### src/rtl/spi_master_clkgen.sv
// SPI mode-0 serial clock generator with programmable half period (clk_div+1 cycles).
// Edge strobes fire one cycle ahead of the spi_clk transition; divider updates are deferred to IDLE.
module spi_master_clkgen (
   input  logic       clk,
   input  logic       rst,
   input  logic       en,
   input  logic [7:0] clk_div,
   input  logic       clk_div_valid,
   output logic       spi_clk,
   output logic       rise_edge,
   output logic       fall_edge,
   output logic       running
);

   typedef enum logic {
      IDLE = 1'b0,
      RUN  = 1'b1
   } state_t;

   state_t     state;
   logic [7:0] div_q;
   logic [7:0] div_pend;
   logic [7:0] cnt;
   logic       pend_vld;
   logic       at_boundary;

   // Reset masks the strobes so a reset cycle mid-RUN never leaks a trailing pulse.
   assign at_boundary = (state == RUN) && (cnt == div_q) && !rst;
   assign rise_edge   = at_boundary && !spi_clk && en;
   assign fall_edge   = at_boundary && spi_clk;
   assign running     = (state == RUN);

   always_ff @(posedge clk) begin
      if (rst) begin
         state    <= IDLE;
         spi_clk  <= 1'b0;
         cnt      <= 8'd0;
         div_q    <= 8'd0;
         div_pend <= 8'd0;
         pend_vld <= 1'b0;
      end else begin
         case (state)
            IDLE: begin
               // A fresh strobe supersedes anything left pending from the last run.
               if (clk_div_valid) begin
                  div_q    <= clk_div;
                  pend_vld <= 1'b0;
               end else if (pend_vld) begin
                  div_q    <= div_pend;
                  pend_vld <= 1'b0;
               end
               if (en) begin
                  state <= RUN;
                  cnt   <= 8'd0;
               end
            end
            RUN: begin
               if (clk_div_valid) begin
                  div_pend <= clk_div;
                  pend_vld <= 1'b1;
               end
               if (cnt != div_q) begin
                  cnt <= cnt + 8'd1;
               end else begin
                  cnt <= 8'd0;
                  if (spi_clk)
                     spi_clk <= 1'b0;
                  else if (en)
                     spi_clk <= 1'b1;
                  else
                     state <= IDLE;
               end
            end
            default: state <= IDLE;
         endcase
      end
   end

endmodule

### config.mk
export PLATFORM = sky130hd
export DESIGN_NAME = spi_master_clkgen
export DESIGN_NICKNAME = d
export VERILOG_FILES = /design/src/rtl/spi_master_clkgen.sv
export SDC_FILE = /design/constraint.sdc
export NUM_CORES = 1
export LEC_CHECK = 0
export BUFFER_PORTS_ARGS = -buffer_cell sky130_fd_sc_hd__buf_2
export CAP_MARGIN = 5
export CORE_MARGIN = 8
export CORE_UTILIZATION = 50
export DETAILED_ROUTE_END_ITERATION = 12
export PLACE_DENSITY = 0.75
export SLEW_MARGIN = 30
export SYNTH_ARGS = -nofsm -noshare
export SYNTH_HDL_FRONTEND = slang
export SYNTH_SLANG_ARGS = --single-unit
### constraint.sdc
create_clock -name clk -period 1.35 [get_ports clk]
set_input_delay 0.2025 -clock clk [delete_from_list [all_inputs] [get_ports clk]]
set_output_delay 0.2025 -clock clk [all_outputs]
set_load 0.02 [all_outputs]
# Word-level counts from Yosys, hierarchy flattened

Index checks and enable logic that the tools add are counted.

Bitwise operators: 2
Div/mod/pow operators: 0
Reductions and logical operators: 11
Shift operators: 0
Order comparisons: 0
Equality and inequality tests: 4
Muxes and demuxes: 12
Multiply operators: 0
Add/sub/neg operators: 1

Operators by type and width:

| operator              | number |
|---|---|
| $mux W8               | 4 |
| $pmux W8 S2           | 1 |
| $add A8 B1 Y8 const B | 1 |
| $eq A8 B8 Y1          | 1 |
| $ne A8 B8 Y1          | 1 |
| $reduce_and A2 Y1     | 3 |
| $logic_and A1 B1 Y1   | 5 |
| $mux W1               | 5 |
| $ne A2 B2 Y1 const B  | 2 |
| $pmux W1 S2           | 2 |
| $logic_not A1 Y1      | 2 |
| $not A1 Y1            | 2 |
| $reduce_bool A2 Y1    | 1 |

Logic and storage cells: 36
Output and inout bits: 4
Bits of input ports: 12
Memories: 0
Bits in latches: 0
Register bits after elaboration: 27
Memory bits (read-only): 0
Bits in writable memories: 0

# Logic depth before layout (Yosys ltp)

Depth after elaboration: 5
Depth in mapped cells: 6
Depth with buffers taken out: 6

# Worst setup path before layout

No wires, ideal clock.

Path kind: reg-to-output
Start: reg cnt[3]
End: out fall_edge
Setup slack: -0.405 ns
Stages on the path, launching flop included: 5
Arrival: 1.553 ns
Path through: dfxtp_1 xor2_1 nor4_2 nand2_2 nor3_1

Cells in the longest elaborated chain, start to end: 4

RTL lines:

| element                          | line | RTL |
|---|---|---|
| from (decl)                      | 23   | `logic [7:0] cnt;` |
| from (signal assigned)           | 63   | `cnt <= cnt + 8'd1;` |
| $eq A8 B8 Y1                     | 28   | `assign at_boundary = (state == RUN) && (cnt == div_q) && !rst;` |
| $logic_and A1 B1 Y1 (2 in a row) | 28   |  |
| $logic_and A1 B1 Y1              | 30   | `assign fall_edge = at_boundary && spi_clk;` |
| to (decl)                        | 11   | `output logic fall_edge,` |

No other way between the ends.

# Worst setup path in the final report

Start: reg div_q[3]
End: out rise_edge

Cells in the longest elaborated chain, start to end: 5

RTL lines:

| element                          | line | RTL |
|---|---|---|
| from (decl)                      | 21   | `logic [7:0] div_q;` |
| from (signal assigned)           | 46   | `div_q <= clk_div;` |
| from (signal assigned)           | 49   | `div_q <= div_pend;` |
| $eq A8 B8 Y1                     | 28   |  |
| $logic_and A1 B1 Y1 (2 in a row) | 28   |  |
| $logic_and A1 B1 Y1 (2 in a row) | 29   | `assign rise_edge = at_boundary && !spi_clk && en;` |
| to (decl)                        | 10   | `output logic rise_edge,` |

No other way between the ends.

==> results.json <==
{
  "syn-num-nets": 160,
  "slew_violations": 0,
  "yosysWarnings": 0,
  "synth.avg_cell_area_um2": 8.631,
  "rsz0062_at_grt": "true",
  "htree_levels": 1,
  "hold_violations": 0,
  "ant_nets": 0,
  "numCtsBuffers": 3,
  "cp.required_ps": 1150,
  "drc_errors": 0,
  "relSlewSlack_pct": 75.59,
  "start_kind": "flop",
  "worstMarginPinSlew_ps": 363.2,
  "fin_skew_ps": 7.772,
  "start_util_pct": 52.16,
  "final_cell_count_no_fill": 216,
  "dieArea_um2": 4405,
  "insertion_delay_ps": 330,
  "grt_usage_pct": 14.30,
  "dr.pass1.iters": 4,
  "final.period_utilization_pct": 140.3,
  "rows": 18,
  "num_io_pins": 16,
  "cp_max_fo": 3,
  "synth_flop_cell": "dfxtp_1",
  "cp_top_family": "simple AND/OR/NAND/NOR gates",
  "grt_max_degree": 17,
  "crit_buf_inv": 1,
  "reg2regPathDepth": 8,
  "cap_violations": 0,
  "overflow": 0,
  "final_layout_size_suffix_gt1_share_pct": 36.02,
  "cts_tree": "built",
  "cts_root_buffer": "clkbuf_4",
  "max_stage_delay_ps": 400,
  "syn2layout_area_growth_pct": 33.43,
  "synth_edf_count": 0,
  "hold_buffers": 0,
  "p_per_area_nw_per_um2": 985.4,
  "tns_ps": -4858,
  "cts_num_sinks": 27,
  "end_kind": "output pin",
  "drtIter0Drc": 36,
  "fp.dieH_um": 66.37,
  "min_path_cells": 3,
  "vias": 1176,
  "die_x_um": 66.37,
  "setup_viol_count_final": 12,
  "violations": "negative setup slack",
  "async_flop_share_pct": 0,
  "wl_per_cell_um": 14.36,
  "postSynthCellCount": 147,
  "setup_slack_ps": -544.4,
  "cp_slowest_cell": "nor4_2",
  "status": "finished with violations",
  "wirelength_mm": 3.101,
  "grt_pass1_wl_mm": 4.988,
  "worst_ir_drop_vdd_v": 0.0008922,
  "hp-class": "in2reg",
  "place.gp.congestion": 0.8855,
  "fmax_ghz": 0.5279,
  "ys_seq_area_share_pct": 42.60,
  "antenna_found_initial": 0,
  "clkTransAtPathRegs_ps": 150,
  "nets": 200,
  "hpwl_mm": 2.172,
  "portBuffers": 15,
  "grt_pass1_vias": 1182,
  "vias_per_cell": 5.444,
  "clk_path_buf_depth": 2,
  "synthesis.area_um2": 1269,
  "worstPathCellList": "xor2_1 -> nor4_2 -> nand2_2 -> nor3_4 -> buf_6",
  "fillers": 194,
  "power.leakage_nw": 0.7373,
  "synth_seq_cells": 27,
  "synth_cell_types": 33,
  "finalCriticalPeriod_ps": 1894,
  "cp.depth": 5,
  "core_area_um2": 2432,
  "n_antenna_cell": 0,
  "placed_cells": 207,
  "path_class": "reg2out",
  "cp.arrival_ps": 1690
}
## per-layer routing
| layer | part of all wire [%] | track usage [%] |
|---|---|---|
| met5 | 0 | 0 |
| met2 | 51 | 24.25 |
| met1 | 43 | 16.07 |
| met4 | 3.4 | 8.000 |
| met3 | 2.9 | 3.220 |
## cell usage after synthesis, drive strengths merged, types with 4 or more instances
cell	instances	share of area [%]
a211oi	9	5.3
nand3	12	4.7
clkbuf	4	1.2
nor2	15	4.6
a21oi	9	3.6
mux2i	9	7.1
nor3	5	2.0
xor2	11	7.6
nand2	17	5.2
dfxtp	27	43
## cells in the final DEF, fill, tap and decap left out, types with 6 or more instances in the layout
| cell type | instances |
|---|---|
| buf_2 | 12 |
| nand2_1 | 15 |
| dfxtp_2 | 6 |
| dfxtp_1 | 18 |
| a211oi_1 | 9 |
| a21oi_1 | 9 |
| nor2_1 | 14 |
| mux2i_1 | 9 |
| xor2_1 | 10 |
| buf_4 | 26 |
| nand3_1 | 11 |
## kinds of logic after synthesis
| family | Yosys count | share of synthesized area [%] |
|---|---|---|
| compound gates | 27 | 13.90 |
| xor+xnor | 11 | 7.593 |
| fa+ha+maj | 1 | 0.9860 |
| buf+inv | 9 | 2.860 |
| flops | 27 | 42.60 |
| mux | 9 | 7.101 |
| simple gates | 63 | 24.95 |
## worst reg2reg max path, delay by kind of cell, from the launching register on
family                    cells  cell delay (ps)
xor gates and xnor gates      1              160
buffers and inverters         3              400
DFF                           1              350
AOI/OAI and AO/OA             1              170
and+or+nand+nor               3              640
## report_power, final
group	leakage, nW	internal (W)	total [W]	switching [W]
clock	0.0150	0.000116	0.000357	0.000241
combinational	0.497	0.000203	0.000432	0.000229
sequential	0.225	0.000845	0.000879	0.0000333
total	0.737	0.00116	0.00167	0.000504
## final cells by class
type	instances	area, um2	share of cell area (%)
tap	30	37.54	2.217
timing repair buffer	42	300.3	17.74
clock buffer	4	26.28	1.552
inverter	2	7.507	0.4435
multi-input combinational	111	762.0	45.01
sequential	27	559.3	33.04
## sequential cells by signal, summed over array words and instances, names as in the netlist
signal and cells:
div_q 8, running 1, div_pend 8, spi_clk 1, cnt 8, pend_vld 1
## stage by stage
step	setup WS [ps]	util, %	hold WS [ps]	power (W)	instance area, um2
2_1_floorplan	-200.8	-	350.0	0.001109	1300
3_3_place_gp	-190.0	63.68	441.0	0.001230	1549
3_5_place_dp	-238.8	63.68	446.2	0.001244	1549
4_1_cts	-532.1	66.92	110.2	0.001616	1628
5_1_grt	-639.8	69.60	106.9	0.001748	1693
6_report	-544.4	69.60	107.8	0.001668	1693
## final timing paths
kind,start,endpoint,slack [ps]
max reg2reg,div_q[3]$_SDFFE_PP0P_,cnt[1]$_SDFFE_PP0P_,-470
min reg2reg,div_pend[4]$_SDFFE_PP0P_,div_pend[4]$_SDFFE_PP0P_,460
max,div_q[3]$_SDFFE_PP0P_,rise_edge,-540
min,clk_div[4],div_pend[4]$_SDFFE_PP0P_,110
## timing repair
action | in CTS | in global routing
buffers inserted | 2 | 6
endpoints found under the setup margin | 13 | 13
pin swaps | 5 | 6
gates resized for setup | 12 | 9
No activity file was read; power rests on OpenSTA's default activity.
